==> config.mk <==
export PLATFORM = sky130hd
export DESIGN_NAME = multicycle_control_fsm
export DESIGN_NICKNAME = d
export VERILOG_FILES = /design/src/rtl/multicycle_control_fsm_pkg.sv /design/src/rtl/multicycle_control_fsm_opcode_decode.sv /design/src/rtl/multicycle_control_fsm.sv
export SDC_FILE = /design/constraint.sdc
export NUM_CORES = 1
export LEC_CHECK = 0
export ABC_CLOCK_PERIOD_IN_PS = 3000
export BUFFER_PORTS_ARGS = -buffer_cell sky130_fd_sc_hd__buf_2
export CORE_ASPECT_RATIO = 1.2
export CORE_MARGIN = 3
export CORE_UTILIZATION = 52
export CTS_BUF_LIST = sky130_fd_sc_hd__clkbuf_8
export DETAILED_ROUTE_END_ITERATION = 8
export PLACE_DENSITY = 0.79
export SYNTH_ARGS = -nofsm -noshare
export SYNTH_HDL_FRONTEND = slang
export SYNTH_SLANG_ARGS = --single-unit
==> constraint.sdc <==
create_clock -name clk -period 3 [get_ports clk]
set_clock_uncertainty 0.2 [all_clocks]
set_input_delay 0.3 -clock clk [delete_from_list [all_inputs] [get_ports clk]]
set_output_delay 0.3 -clock clk [all_outputs]
set_load 0.05 [all_outputs]
==> src/rtl/multicycle_control_fsm_pkg.sv <==
// Shared encodings for the multi-cycle RV32I control sequencer: states, opcodes,
// instruction classes, ALUOp and datapath mux-select codes.
package multicycle_control_fsm_pkg;

    typedef enum logic [3:0] {
        S_FETCH  = 4'd0,
        S_DECODE = 4'd1,
        S_MEMADR = 4'd2,
        S_MEMRD  = 4'd3,
        S_MEMWB  = 4'd4,
        S_MEMWR  = 4'd5,
        S_EXEC_R = 4'd6,
        S_EXEC_I = 4'd7,
        S_ALUWB  = 4'd8,
        S_BRANCH = 4'd9,
        S_JAL    = 4'd10,
        S_LUI    = 4'd11,
        S_TRAP   = 4'd12
    } state_t;

    typedef enum logic [2:0] {
        C_LOAD,
        C_STORE,
        C_RTYPE,
        C_ITYPE,
        C_BRANCH,
        C_JAL,
        C_LUI,
        C_ILLEGAL
    } instr_class_t;

    localparam logic [6:0] OP_LOAD   = 7'b0000011;
    localparam logic [6:0] OP_STORE  = 7'b0100011;
    localparam logic [6:0] OP_RTYPE  = 7'b0110011;
    localparam logic [6:0] OP_ITYPE  = 7'b0010011;
    localparam logic [6:0] OP_BRANCH = 7'b1100011;
    localparam logic [6:0] OP_JAL    = 7'b1101111;
    localparam logic [6:0] OP_LUI    = 7'b0110111;

    localparam logic [1:0] ALUOP_ADD    = 2'b00;
    localparam logic [1:0] ALUOP_BRANCH = 2'b01;
    localparam logic [1:0] ALUOP_RTYPE  = 2'b10;
    localparam logic [1:0] ALUOP_ITYPE  = 2'b11;

    localparam logic [1:0] SRC_A_PC    = 2'b00;
    localparam logic [1:0] SRC_A_OLDPC = 2'b01;
    localparam logic [1:0] SRC_A_RS1   = 2'b10;
    localparam logic [1:0] SRC_A_ZERO  = 2'b11;

    localparam logic [1:0] SRC_B_RS2  = 2'b00;
    localparam logic [1:0] SRC_B_IMM  = 2'b01;
    localparam logic [1:0] SRC_B_FOUR = 2'b10;

    localparam logic [1:0] RES_ALUOUT  = 2'b00;
    localparam logic [1:0] RES_MEMDATA = 2'b01;
    localparam logic [1:0] RES_ALU     = 2'b10;

    typedef struct packed {
        logic       mem_req;
        logic       mem_we;
        logic       iord;
        logic       ir_write;
        logic       pc_write;
        logic       reg_write;
        logic [1:0] alu_src_a;
        logic [1:0] alu_src_b;
        logic [1:0] result_src;
        logic [1:0] alu_op;
    } ctrl_t;

endpackage

==> src/rtl/multicycle_control_fsm_opcode_decode.sv <==
// Combinational opcode classifier feeding the control sequencer's DECODE dispatch.
module multicycle_control_fsm_opcode_decode
    import multicycle_control_fsm_pkg::*;
(
    input  logic [6:0]   opcode,
    output instr_class_t instr_class
);

    always_comb begin
        instr_class = C_ILLEGAL;
        case (opcode)
            OP_LOAD:   instr_class = C_LOAD;
            OP_STORE:  instr_class = C_STORE;
            OP_RTYPE:  instr_class = C_RTYPE;
            OP_ITYPE:  instr_class = C_ITYPE;
            OP_BRANCH: instr_class = C_BRANCH;
            OP_JAL:    instr_class = C_JAL;
            OP_LUI:    instr_class = C_LUI;
            default:   instr_class = C_ILLEGAL;
        endcase
    end

endmodule

==> src/rtl/multicycle_control_fsm.sv <==
// Main sequencer of the multi-cycle RV32I core with retired-instruction counter.
// Define CTRL_ILLEGAL_TRAP_EN to park unknown opcodes in a sticky TRAP state.
module multicycle_control_fsm
    import multicycle_control_fsm_pkg::*;
#(
    parameter int CNT_W = 32
) (
    input  logic             clk,
    input  logic             rst,
    input  logic [6:0]       opcode,
    input  logic             branch_taken,
    input  logic             mem_ready,
    output logic             mem_req,
    output logic             mem_we,
    output logic             iord,
    output logic             ir_write,
    output logic             pc_write,
    output logic             reg_write,
    output logic [1:0]       alu_src_a,
    output logic [1:0]       alu_src_b,
    output logic [1:0]       result_src,
    output logic [1:0]       ALUOp,
    output logic [3:0]       state_o,
    output logic [CNT_W-1:0] instret
`ifdef CTRL_ILLEGAL_TRAP_EN
    ,
    output logic             illegal_instr
`endif
);

    state_t       state;
    state_t       next_state;
    instr_class_t instr_class;
    ctrl_t        ctrl;
    ctrl_t        ctrl_out;
    logic         retire;

    multicycle_control_fsm_opcode_decode u_opcode_decode (
        .opcode      (opcode),
        .instr_class (instr_class)
    );

    always_ff @(posedge clk or posedge rst) begin
        if (rst) begin
            state <= S_FETCH;
        end else begin
            state <= next_state;
        end
    end

    always_comb begin
        next_state = state;
        ctrl       = '0;
        case (state)
            S_FETCH: begin
                ctrl.mem_req    = 1'b1;
                ctrl.alu_src_a  = SRC_A_PC;
                ctrl.alu_src_b  = SRC_B_FOUR;
                ctrl.alu_op     = ALUOP_ADD;
                ctrl.result_src = RES_ALU;
                if (mem_ready) begin
                    ctrl.ir_write = 1'b1;
                    ctrl.pc_write = 1'b1;
                    next_state    = S_DECODE;
                end
            end
            S_DECODE: begin
                // Precompute oldPC+imm so branch/jal targets sit in ALUOut
                ctrl.alu_src_a = SRC_A_OLDPC;
                ctrl.alu_src_b = SRC_B_IMM;
                ctrl.alu_op    = ALUOP_ADD;
                case (instr_class)
                    C_LOAD, C_STORE: next_state = S_MEMADR;
                    C_RTYPE:         next_state = S_EXEC_R;
                    C_ITYPE:         next_state = S_EXEC_I;
                    C_BRANCH:        next_state = S_BRANCH;
                    C_JAL:           next_state = S_JAL;
                    C_LUI:           next_state = S_LUI;
`ifdef CTRL_ILLEGAL_TRAP_EN
                    default:         next_state = S_TRAP;
`else
                    default:         next_state = S_FETCH;
`endif
                endcase
            end
            S_MEMADR: begin
                ctrl.alu_src_a = SRC_A_RS1;
                ctrl.alu_src_b = SRC_B_IMM;
                ctrl.alu_op    = ALUOP_ADD;
                next_state     = (instr_class == C_LOAD) ? S_MEMRD : S_MEMWR;
            end
            S_MEMRD: begin
                ctrl.mem_req = 1'b1;
                ctrl.iord    = 1'b1;
                if (mem_ready) next_state = S_MEMWB;
            end
            S_MEMWB: begin
                ctrl.reg_write  = 1'b1;
                ctrl.result_src = RES_MEMDATA;
                next_state      = S_FETCH;
            end
            S_MEMWR: begin
                ctrl.mem_req = 1'b1;
                ctrl.mem_we  = 1'b1;
                ctrl.iord    = 1'b1;
                if (mem_ready) next_state = S_FETCH;
            end
            S_EXEC_R: begin
                ctrl.alu_src_a = SRC_A_RS1;
                ctrl.alu_src_b = SRC_B_RS2;
                ctrl.alu_op    = ALUOP_RTYPE;
                next_state     = S_ALUWB;
            end
            S_EXEC_I: begin
                ctrl.alu_src_a = SRC_A_RS1;
                ctrl.alu_src_b = SRC_B_IMM;
                ctrl.alu_op    = ALUOP_ITYPE;
                next_state     = S_ALUWB;
            end
            S_ALUWB: begin
                ctrl.reg_write  = 1'b1;
                ctrl.result_src = RES_ALUOUT;
                next_state      = S_FETCH;
            end
            S_BRANCH: begin
                ctrl.alu_src_a  = SRC_A_RS1;
                ctrl.alu_src_b  = SRC_B_RS2;
                ctrl.alu_op     = ALUOP_BRANCH;
                ctrl.result_src = RES_ALUOUT;
                ctrl.pc_write   = branch_taken;
                next_state      = S_FETCH;
            end
            S_JAL: begin
                // PC takes the DECODE target while the ALU forms oldPC+4 for rd
                ctrl.alu_src_a  = SRC_A_OLDPC;
                ctrl.alu_src_b  = SRC_B_FOUR;
                ctrl.alu_op     = ALUOP_ADD;
                ctrl.result_src = RES_ALUOUT;
                ctrl.pc_write   = 1'b1;
                next_state      = S_ALUWB;
            end
            S_LUI: begin
                ctrl.alu_src_a = SRC_A_ZERO;
                ctrl.alu_src_b = SRC_B_IMM;
                ctrl.alu_op    = ALUOP_ADD;
                next_state     = S_ALUWB;
            end
`ifdef CTRL_ILLEGAL_TRAP_EN
            S_TRAP: begin
                next_state = S_TRAP;
            end
`endif
            default: begin
                next_state = S_FETCH;
            end
        endcase
    end

    assign retire = (next_state == S_FETCH) && (state != S_FETCH);

    always_ff @(posedge clk or posedge rst) begin
        if (rst) begin
            instret <= '0;
        end else if (retire) begin
            instret <= instret + 1'b1;
        end
    end

`ifdef CTRL_ILLEGAL_TRAP_EN
    always_ff @(posedge clk or posedge rst) begin
        if (rst) begin
            illegal_instr <= 1'b0;
        end else if (next_state == S_TRAP) begin
            illegal_instr <= 1'b1;
        end
    end
`endif

    // Reset forces FETCH, whose controls would otherwise request memory
    assign ctrl_out   = rst ? '0 : ctrl;
    assign mem_req    = ctrl_out.mem_req;
    assign mem_we     = ctrl_out.mem_we;
    assign iord       = ctrl_out.iord;
    assign ir_write   = ctrl_out.ir_write;
    assign pc_write   = ctrl_out.pc_write;
    assign reg_write  = ctrl_out.reg_write;
    assign alu_src_a  = ctrl_out.alu_src_a;
    assign alu_src_b  = ctrl_out.alu_src_b;
    assign result_src = ctrl_out.result_src;
    assign ALUOp      = ctrl_out.alu_op;
    assign state_o    = state;

endmodule

Word-level counts from Yosys, hierarchy flattened
Index checks and enable logic that the tools add are counted.
- output and inout port bits: 50
- register bits after elaboration: 36
- $add $sub $neg: 1
- equality and inequality tests: 24
- reduce and logical (&&, ||, !) cells: 12
- mux-type cells: 18
- operators with widths (operator ; number):
    $pmux 4 s6 ; 3
    $add 32x1->32 const B ; 1
    $eq 7x6->1 const B ; 3
    $pmux 3 s7 ; 1
    $eq 4x3->1 const B ; 4
    $eq 4x4->1 const B ; 4
    $eq 7x7->1 const B ; 2
    $mux 14 ; 1
    $mux 4 ; 3
    $reduce_or 2->1 ; 5
    $eq 3x3->1 const B ; 3
    $eq 4x2->1 const B ; 2
    $logic_not 4->1 ; 2
    $eq 7x2->1 const B ; 1
    $eq 7x5->1 const B ; 1
    $eq 3x2->1 const B ; 2
    $pmux 2 s3 ; 1
    $mux 1 ; 5
    $eq 4x1->1 const B ; 1
    $pmux 2 s2 ; 1
    $reduce_bool 4->1 ; 1
    $reduce_or 4->1 ; 1
    $eq 3x1->1 const B ; 1
    $logic_not 3->1 ; 1
    other kinds (5) ; 5

Longest topological paths before layout
Gate-level depths: netlist of run 1.
- depth after elaboration: 8
- depth in mapped cells: 10
- depth with buffers taken out: 7

Cells and area by module
A second synthesis of run 1 with hierarchy kept.
- cells, all modules: 225
- area total of the unflattened synthesis: 2143.3 um^2
- modules (own cells, without submodules) (module ; cells each ; instances ; area each (um^2) ; sequential area each (um^2)):
    multicycle_control_fsm ; 215 ; 1 ; 2064.5 ; 900.9
    multicycle_control_fsm_opcode_decode ; 10 ; 1 ; 78.8 ; 0.0

Worst setup path before layout of run 1
No wires, ideal clock.
- path type: reg-to-output
- start: register state[2] (netlist: state_o[2])
- end: output port reg_write
- cell stages (with the launch flop): 5
- path slack: -0.532 ns
- data arrival time: 3.032 ns
- required time: 2.500 ns
- cells stage by stage: dfrtp_1 -> buf_2 -> buf_1 -> xor2_1 -> nor4b_1
- word-level cells in the longest chain between the ends: 4
- elaborated cells on any way between the ends: 5
- RTL lines (item ; RTL line ; text):
    start: declaration ; multicycle_control_fsm.sv:31 ; state_t state;
    start signal: assignment ; multicycle_control_fsm.sv:47 ; state <= next_state;
    $eq 4x3->1 / $eq 4x4->1 (equally long branches) ; multicycle_control_fsm.sv:54 ; case (state)
    $reduce_or 2->1 (no line) (*) ; n/a ;
    $mux 1 (*) ; multicycle_control_fsm.sv:54 ;
    $mux 14 (*) ; multicycle_control_fsm.sv:180 ; assign ctrl_out = rst ? '0 : ctrl;
    end: declaration ; multicycle_control_fsm.sv:18 ; output logic reg_write,
Every way passes the cells marked *; elsewhere a longest branch is shown, timed or not.

Final worst setup path of run 1
- start: register state[2] (netlist: state_o[2])
- end: register instret[31]
- word-level cells in the longest chain between the ends: 5
- elaborated cells on any way between the ends: 17
- RTL lines (item ; RTL line ; text):
    $eq 4x4->1 / $eq 4x3->1 (equally long branches) ; multicycle_control_fsm.sv:54 ;
    $reduce_or 4->1 (no line) ; n/a ;
    $pmux 4 s6 ; multicycle_control_fsm.sv:54 ;
    $logic_not 4->1 ; multicycle_control_fsm.sv:159 ; assign retire = (next_state == S_FETCH) && (state != S_FETCH);
    $logic_and 1x1->1 (*) ; multicycle_control_fsm.sv:159 ;
    end signal: assignment ; multicycle_control_fsm.sv:165 ; instret <= instret + 1'b1;
    end: declaration ; multicycle_control_fsm.sv:24 ; output logic [CNT_W-1:0] instret
Marked as above.
A chain may end at the register's enable or synchronous reset.

==> results of run 1 <==
[flip-flops by register name, indices dropped and copies added, names as in the netlist]
name,count
state_o,4
instret,32
[cells in the mapped netlist (2+ instances only)]
cell	n	area share, %
and2b_1	2	0.64
nor3_1	6	1.3
buf_1	2	0.32
buf_2	6	1.3
nor3_2	2	0.85
nor4b_1	2	0.75
xnor2_1	29	11
or2_2	2	0.53
o22ai_1	2	0.53
nand4_2	2	1.1
a211oi_1	2	0.64
dfrtp_1	36	38
nand4_1	12	3.2
a21oi_1	4	0.85
xor2_1	5	1.9
nor2b_1	3	0.80
nor2_1	12	1.9
buf_6	3	1.4
and4_1	4	1.5
inv_1	5	0.80
nand3_1	10	2.1
buf_4	2	0.64
nand2_1	16	2.6
and3_1	10	2.7
nand3_2	5	2.1
and2_1	7	1.9
o211ai_1	2	0.64
nand2b_1	8	2.1
nor3b_1	2	0.64
[kinds of logic (layout without fill, tap and decap cells)]
group / Yosys count / count (layout)
xor gates and xnor gates: 34 / 34
AOI/OAI and AO/OA: 25 / 25
adders and majority gates: 1 / 1
muxes: 2 / 2
buffers and inverters: 19 / 77
DFF: 36 / 36
and+or+nand+nor: 119 / 119
[layer usage]
layer | vias up | GRT usage [%] | part of all wire [%]
met5 | - | 0 | 0
met4 | 0 | 8.52 | 1.5
met3 | 6 | 4.08 | 5.3
met2 | 50 | 28.2 | 46
met1 | 912 | 25.9 | 47
li1 | 962 | - | -
[power groups by stage]
stage,clock (mW),sequential (mW),combinational [mW]
after floorplan,0,0.732,0.249
after global placement,0,0.599,0.466
after detailed placement,0,0.599,0.469
after CTS,0.351,0.592,0.468
after global routing,0.374,0.602,0.492
final,0.342,0.593,0.467
[cell type report]
class                           count  area [sq um]  area share (%)
Clock buffer                        6          82.6            3.01
Clock inverter                      2          7.51           0.273
Inverter                            5          22.5           0.820
Multi-Input combinational cell    181          1330            48.5
Sequential cell                    36           901            32.8
Tap cell                           56          70.1            2.55
Timing Repair Buffer               64           330            12.0
[worst max path at each step]
stage                               end  slack (ps)  cells after the start
after floorplan           result_src[0]          90                      3
after global placement      instret[21]         420                      8
after detailed placement    instret[15]         390                      8
after CTS                   instret[31]         370                      8
after global routing        instret[17]         160                      8
final                       instret[31]         370                      8
[worst max-delay path: cells and delay by family (launching register included)]
kind                   cells  cell delay [ps]
AND/OR/NAND/NOR            5              890
buffers and inverters      1              250
flip-flops                 1              750
XOR/XNOR                   1              150
AO/OA/AOI/OAI              1              270
==> impl_metrics.csv, run 1 <==
group,metric,value,unit
outcome,outcome,"complete, no violations",
cts,clk_pin_slew,60,ps
synth,synthSimpleGateAreaFrac,33.1,%
layout,final_core_util,64.0,%
grt,antenna_found_initial,0,
cts,cts_hold_buf,0,
layout,syn2layout_area_growth,17.3,%
flow_run,maxCapViolCount,0,
drt,drtIter0Drc,119,
setup_path,crit_chain,"nor4b_4 > and4b_1 > a311oi_2 > nand2_2 > nor2_4 > buf_4 > nand4bb_1 > xnor2_1",
floorplan,io_pins,61,
synth,ys_types,62,
setup_path,rr_endpoint,"instret[31]",
setup_path,rr_worst_depth,8,
synth,synthFlopType,"dfrtp_1",
power_and_ir_drop,switching_share,39.7,%
sta,rsz0062_at_grt,"false",
drt,routed-via-count,1930,
grt,grt_pass1_vias,1697,
placement,detailedPlace.worstSlack,395,ps
cts,cts.repair.resized,0,
sta,postLayoutSetupSlackWorst,371,ps
sta,maxSlewViolCount,0,
grt,track_usage,18.9,%
cts,cts_tree,"done",
layout,postLayoutCellArea,2750,sq um
synth,synthXorXnorAreaFrac,12.7,%
setup_path,critPathLaunchType,"register",
floorplan,die_w,67.3,microns
power_and_ir_drop,seq_power_share,42.3,%
min_path,hold_class,"in -> async",
synth,synthAdderAreaFrac,0.534,%
setup_path,cp.arrival,2600,ps
layout,nFillCells,377,
setup_path,rrSetupSlack,370,ps
cts,root_buffer,"clkbuf_8",
sta,fin_crit,2630,ps
power_and_ir_drop,internal-power,845,uW
cts,cts_max_level,2,
layout,mostFrequentLayoutCells,"buf_2 (60), dfrtp_1 (36), xnor2_1 (29)",
synth,avgSynthCellArea,9.92,sq um
cts,clock_latency,290,ps
setup_path,critPathRequiredTime,2970,ps
grt,grt_pass1_wl,7.81,mm
synth,synth_fp_nets,248,
sta,hold_viol_final,0,
synth,synth_seq_cells,36,
setup_path,cp-end-kind,"register",
setup_path,r2r-start,"state_o[2]",
drt,first_pass_iters,4,
layout,antennaDiodeCount,0,
power_and_ir_drop,finalPower,1.40,mW
drt,drt-wirelength-per-cell,13.5,microns
grt,grt_overflow_total,0,
sta,setup-tns-final,0,ps
drt,final_antenna_net_count,0,
sta,whs,16.0,ps
power_and_ir_drop,p_sw,556,uW
floorplan,die-area,5350,sq um
placement,gp_congestion,0.840,
sta,slew_headroom,57.6,%
cts,cts_setup_buffers,0,
drt,wl,4.72,mm
cts,cts_max_path_buffers,2,
synth,synth_top_family_by_area,"simple AND/OR/NAND/NOR gates",
synth,yosysWarnings,0,
sta,setup_violations,0,
synth,synth-seq-area-share,38.5,%
power_and_ir_drop,p_clk_share,24.4,%
synth,synth_edf_count,0,
sta,final.period_utilization,87.6,%
power_and_ir_drop,power.combinational.fraction,33.3,%
layout,drive_above_1_share,32.0,%
setup_path,cp-startpoint,"state_o[2]",
setup_path,path_class,"reg -> reg",
synth,synthMuxAreaShare,0.962,%
power_and_ir_drop,p_per_area,510,nW/um^2
placement,placed_area,2660,sq um
synth,netlist_area,2340,sq um
floorplan,design.core.area,4290,sq um
synth,async_reset_ff_share,100,%
floorplan,die_h,79.5,microns
power_and_ir_drop,ir_drop,590,uV
drt,drcViolationCount,0,
setup_path,cp_max_fo,21,
setup_path,cp_slowest_cell,"dfrtp_1",
setup_path,cpPeakStageDelay,750,ps
placement,dp_hpwl,3.40,mm
layout,nets,305,
cts,clock-sinks,36,
layout,final_cells,350,
sta,worst_slew_pin_slew,635,ps
floorplan,start_util,54.5,%
layout,final_common_cell,"buf_2",
placement,dp_cells,342,
placement,port_buffers,60,
floorplan,rows,26,
sta,fmax,380,MHz
power_and_ir_drop,leakage,1.33,nW
synth,synthCells,236,
grt,grt_max_degree,40,
synth,synth_compound_area_share,9.08,%
drt,avgViaCountPerCell,5.51,
cts,cts_buffers,5,
(Power assumes the default switching activity.)
==> run 2: changes to the inputs <==
==> constraint.sdc (replaced) <==
create_clock -name clk -period 3 [get_ports clk]
set_clock_uncertainty 0.2 [all_clocks]
set_input_delay 0 -clock clk [delete_from_list [all_inputs] [get_ports clk]]
set_output_delay 0 -clock clk [all_outputs]
set_load 0.05 [all_outputs]
==> run 2 against run 1 <==
Combinational power rose by 1%. Worst setup slack got worse by 180 ps. Largest cell class unchanged. Non-clock buffer count rose by 4. First-iteration DRC count fell by 15%. Sequential power barely moved. Die area did not move. Via count rose by 2.3%. Maximum frequency fell by 6.5%. Cell area rose by 1.4%. Core utilization rose by 0.87 points. Hold slack improved by 3.8 ps. Critical path depth fell by 3.
==> impl_metrics.csv, run 2 (synthesis results as in run 1) <==
group,metric,value,unit
outcome,outcome,"complete, no violations",
drt,wl,4.97,mm
grt,antenna_found_initial,0,
cts,cts_max_path_buffers,2,
layout,antennaDiodeCount,0,
drt,drcViolationCount,0,
floorplan,rows,26,
layout,largest_reg_flops,32,
cts,clk_pin_slew,70,ps
floorplan,io_pins,61,
floorplan,die_h,79.5,microns
grt,grt_max_degree,40,
placement,port_buffers,60,
layout,final_core_util,64.8,%
setup_path,critPathRequiredTime,3030,ps
cts,cts_setup_buffers,0,
setup_path,cp-end-kind,"register",
setup_path,cp.depth,5,
cts,clock_latency,290,ps
placement,dp_hpwl,3.51,mm
drt,final_antenna_net_count,0,
cts,cts_tree,"done",
power_and_ir_drop,p_per_area,517,nW/um^2
sta,fmax,356,MHz
setup_path,critPathLaunchType,"register",
floorplan,die_w,67.3,microns
grt,track_usage,20.6,%
layout,top_register,"instret",
placement,gp_congestion,0.775,
floorplan,start_util,54.5,%
layout,final_common_cell,"buf_2",
sta,worst_slew_pin_slew,624,ps
setup_path,rrSetupSlack,190,ps
power_and_ir_drop,leakage,1.35,nW
setup_path,r2r-start,"state_o[2]",
layout,drive_above_1_share,31.3,%
sta,hold_viol_final,0,
drt,drtIter0Drc,101,
floorplan,die-area,5350,sq um
drt,avgViaCountPerCell,5.59,
setup_path,cp_slowest_cell,"dfrtp_1",
min_path,hold_depth,4,
cts,clock-sinks,36,
setup_path,cp-startpoint,"state_o[2]",
min_path,hold_class,"in -> reg",
sta,rsz0062_at_grt,"false",
setup_path,crit_top_cell,"dlygate4sd3_1",
grt,grt_overflow_total,0,
cts,cts_max_level,2,
setup_path,cp_max_fo,21,
drt,routed-via-count,1974,
setup_path,crit_chain,"nor4b_4 > nand3_1 > dlygate4sd3_1 > o31ai_1 > dlygate4sd3_1",
setup_path,crit_buf_inv,2,
setup_path,path_delay_family,"buffers and inverters",
setup_path,cp.arrival,2840,ps
layout,mostFrequentLayoutCells,"buf_2 (60), dfrtp_1 (36), xnor2_1 (29)",
setup_path,cpPeakStageDelay,610,ps
sta,setup_violations,0,
setup_path,rr_endpoint,"state_o[3]",
layout,nFillCells,366,
sta,fin_crit,2810,ps
setup_path,rr_worst_depth,5,
sta,final.period_utilization,93.7,%
power_and_ir_drop,ir_drop,534,uV
cts,cts_hold_buf,4,
sta,slew_headroom,58.4,%
drt,first_pass_iters,4,
setup_path,cp-endpoint,"state_o[3]",
grt,grt_pass1_vias,1878,
flow_run,maxCapViolCount,0,
setup_path,path_class,"reg -> reg",
sta,maxSlewViolCount,0,
floorplan,design.core.area,4290,sq um
cts,cts.repair.resized,0,
drt,drt-wirelength-per-cell,14.1,microns
cts,root_buffer,"clkbuf_8",
cts,cts_buffers,5,
grt,grt_pass1_wl,8.60,mm
sta,setup-tns-final,0,ps
layout,nets,309,
layout,syn2layout_area_growth,18.9,%
-- run 2: cell count changes in the layout (fill, tap and decap cells not counted), sizes merged --
cell,previous run,this run
clkinvlp,1,0
clkbuf,6,7
dlygate4sd3,0,4
inv,6,5
-- run 2: worst min-delay path: stages --
cell,delay [ps]
buf_2,140
o221ai_1,190
a21oi_1,60
nor2_1,80
-- run 2: where the power goes --
| part | leakage, nW | switching (mW) | internal [mW] |
|---|---|---|---|
| Sequential | 0.486 | 0.0637 | 0.528 |
| Clock | 0.0503 | 0.170 | 0.204 |
| Combinational | 0.811 | 0.334 | 0.137 |
-- run 2: worst min-delay path by stage --
stage / startpoint / end / slack [ps]
floorplan: rst / reg_write / -100
global placement: rst / state_o[2] / 30
detailed placement: rst / state_o[0] / 40
CTS: mem_ready / state_o[0] / 20
global route: opcode[3] / state_o[0] / 40
finish: mem_ready / state_o[0] / 20
-- run 2: metrics by stage --
step | cell area (sq um) | hold slack (ps) | total power, mW | cells | worst slack, ps
after floorplan | 2350 | -95.8 | 0.980 | 236 | 263
after global placement | 2650 | 29.3 | 1.06 | 342 | 392
after detailed placement | 2650 | 35.3 | 1.07 | 342 | 349
after CTS | 2780 | 16.9 | 1.44 | 353 | 193
after global routing | 2780 | 44.7 | 1.51 | 353 | 23.9
final | 2780 | 19.8 | 1.44 | 353 | 189
-- run 2: layout make-up --
class	instances	area [sq um]	area share, %
Timing Repair Buffer	68	370	13.3
Clock buffer	7	96.3	3.46
Inverter	5	18.8	0.674
Sequential cell	36	901	32.4
Tap cell	56	70.1	2.52
Multi-Input combinational cell	181	1330	47.7
-- run 2: layer usage --
| layer | vias up | global-route usage (%) | share of wire (%) |
|---|---|---|---|
| li1 | 962 | - | - |
| met1 | 955 | 28.2 | 46 |
| met4 | 0 | 7.91 | 1.9 |
| met5 | - | 0 | 0 |
| met3 | 8 | 4.51 | 4.7 |
| met2 | 49 | 31.7 | 48 |
==> run 3: changes to the inputs <==
CTS_CLUSTER_DIAMETER = 30   (was unset)
PLACE_DENSITY = 0.8   (was 0.79)
SYNTH_HIERARCHICAL = 1   (was unset)
==> run 3 against run 2 <==
Die area is 7.8% lower. Global-route usage hardly changed. Synthesized cell count is 4.7% lower. Non-clock buffer count stayed put. Via count is 3.7% lower. Hold slack better by 89 ps. Core utilization is 4.1 points higher. Cell area is 6.4% lower. Highest routed layer unchanged. Worst setup slack better by 370 ps.
==> impl_metrics.csv, run 3 <==
group,metric,value,unit
outcome,outcome,"complete, no violations",
grt,grt_max_degree,37,
floorplan,start_util,56.6,%
layout,mostFrequentLayoutCells,"buf_2 (60), dfrtp_1 (36), xnor2_1 (26)",
synth,synth_fp_nets,237,
drt,final_antenna_net_count,0,
layout,largest_reg_flops,32,
sta,fmax,410,MHz
floorplan,die-area,4930,sq um
drt,avgViaCountPerCell,5.57,
sta,maxSlewViolCount,0,
sta,fin_crit,2440,ps
setup_path,critPathRequiredTime,2970,ps
layout,top_register,"instret",
synth,synth_edf_count,0,
placement,port_buffers,60,
setup_path,rr_worst_depth,6,
floorplan,design.core.area,3780,sq um
power_and_ir_drop,leakage,1.25,nW
floorplan,die_h,76.3,microns
cts,cts_max_path_buffers,2,
grt,antenna_found_initial,0,
sta,rsz0062_at_grt,"false",
min_path,hold_class,"in -> reg",
sta,hold_viol_final,0,
setup_path,r2r-start,"state_o[1]",
layout,syn2layout_area_growth,21.6,%
synth,synth.area.top_cells,"dfrtp_1 (42%), xnor2_1 (11%), nand4_1 (5.0%)",
setup_path,cp-endpoint,"instret[26]",
floorplan,io_pins,61,
cts,cts_setup_buffers,0,
cts,cts_buffers,5,
placement,gp_congestion,0.865,
synth,yosysWarnings,6,
synth,synth_top_area_share,42.0,%
setup_path,cp-end-kind,"register",
synth,synthMostInstantiatedCell,"dfrtp_1",
drt,routed-via-count,1900,
setup_path,cp.arrival,2410,ps
cts,root_buffer,"clkbuf_8",
synth,async_reset_ff_share,100,%
synth,synthFlopType,"dfrtp_1",
grt,grt_overflow_total,0,
cts,clk_pin_slew,70,ps
layout,drive_above_1_share,28.0,%
grt,grt_pass1_vias,1798,
synth,ys_types,46,
drt,drt-wirelength-per-cell,14.4,microns
cts,clock-sinks,36,
layout,antennaDiodeCount,0,
sta,setup_violations,0,
placement,dp_hpwl,3.56,mm
setup_path,rr_endpoint,"instret[26]",
layout,nets,301,
setup_path,critPathLaunchType,"register",
synth,synth_seq_cells,36,
grt,track_usage,20.6,%
flow_run,maxCapViolCount,0,
drt,drcViolationCount,0,
drt,first_pass_iters,4,
sta,setup-tns-final,0,ps
synth,avgSynthCellArea,9.53,sq um
synth,synthCells,225,
synth,netlist_area,2140,sq um
power_and_ir_drop,ir_drop,329,uV
sta,slew_headroom,56.7,%
synth,yosysTopAreaCell,"dfrtp_1",
setup_path,path_class,"reg -> reg",
layout,final_common_cell,"buf_2",
setup_path,rrSetupSlack,560,ps
sta,final.period_utilization,81.3,%
power_and_ir_drop,p_per_area,568,nW/um^2
sta,worst_slew_pin_slew,650,ps
cts,cts_max_level,2,
floorplan,die_w,64.6,microns
synth,synth-seq-area-share,42.0,%
layout,final_core_util,68.9,%
drt,drtIter0Drc,107,
setup_path,cp-startpoint,"state_o[1]",
synth,synth_commonest_cells,"dfrtp_1 (36), xnor2_1 (26), nand4_1 (17), nand3_1 (15), nor2_1 (14)",
grt,grt_pass1_wl,8.14,mm
cts,cts_tree,"done",
drt,wl,4.90,mm
cts,clock_latency,290,ps
setup_path,cp_max_fo,19,
floorplan,rows,24,
-- run 3: power by group --
part	total (mW)	internal [mW]	switching, mW	leakage (nW)
clock network	0.366	0.204	0.162	0.0503
registers	0.605	0.531	0.0742	0.484
logic	0.509	0.144	0.365	0.716
total	1.48	0.879	0.601	1.25
-- run 3: cell families after synthesis --
kind of cell / synth area share, %
buffers and inverters: 4.09
XOR/XNOR: 14.7
flip-flops: 42.0
AND/OR/NAND/NOR: 30.0
AO/OA/AOI/OAI: 8.12
adder cells (fa/ha/maj): 0.584
multiplexers: 0.525
-- run 3: metal layers --
layer  global-route usage (%)  part of all wire, %  up-vias
li1                         -                    -      938
met1                     23.8                   41      907
met2                     36.8                   53       49
met3                     4.87                  4.9        6
met5                        0                    0        -
met4                     6.77                  1.2        0
-- run 3: worst max-delay path: stages (launching register included) --
cell and delay [ps]:
dfrtp_1 760, nor3b_1 170, a32oi_2 280, o2111a_1 430
buf_4 220, nand4_1 110, xnor2_1 160
-- run 3: timing repair --
| action | CTS | global route |
|---|---|---|
| endpoints found under the hold margin | 38 | 0 |
| setup endpoints to repair | 0 | 0 |
| resized for setup | 0 | 0 |
| hold buffers | 2 | 0 |
-- run 3: cell type report --
type | count | area [sq um]
Inverter | 5 | 18.8
Clock buffer | 7 | 96.3
Sequential cell | 36 | 901
Multi-Input combinational cell | 173 | 1160
Fill cell | 333 | 1180
Timing Repair Buffer | 68 | 365
Tap cell | 52 | 65.1
-- run 3: stage by stage --
stage | power [mW] | cell area [sq um] | hold WS, ps | instances | worst slack, ps
finish | 1.48 | 2610 | 109 | 341 | 560
floorplan | 0.998 | 2150 | 45.7 | 225 | 122
CTS | 1.49 | 2610 | 103 | 341 | 566
global route | 1.55 | 2610 | 184 | 341 | 380
global placement | 1.11 | 2490 | 25.3 | 332 | 367
detailed placement | 1.12 | 2490 | 33.7 | 332 | 281
-- run 3: worst min path at each step --
stage / start / endpoint / slack [ps] / cells past startpoint
finish: opcode[2] / state_o[1] / 110 / 5
global route: opcode[6] / state_o[1] / 180 / 5
CTS: opcode[3] / state_o[1] / 100 / 5
detailed placement: rst / state_o[0] / 30 / 3
global placement: rst / state_o[0] / 30 / 3
floorplan: mem_ready / state_o[1] / 50 / 3
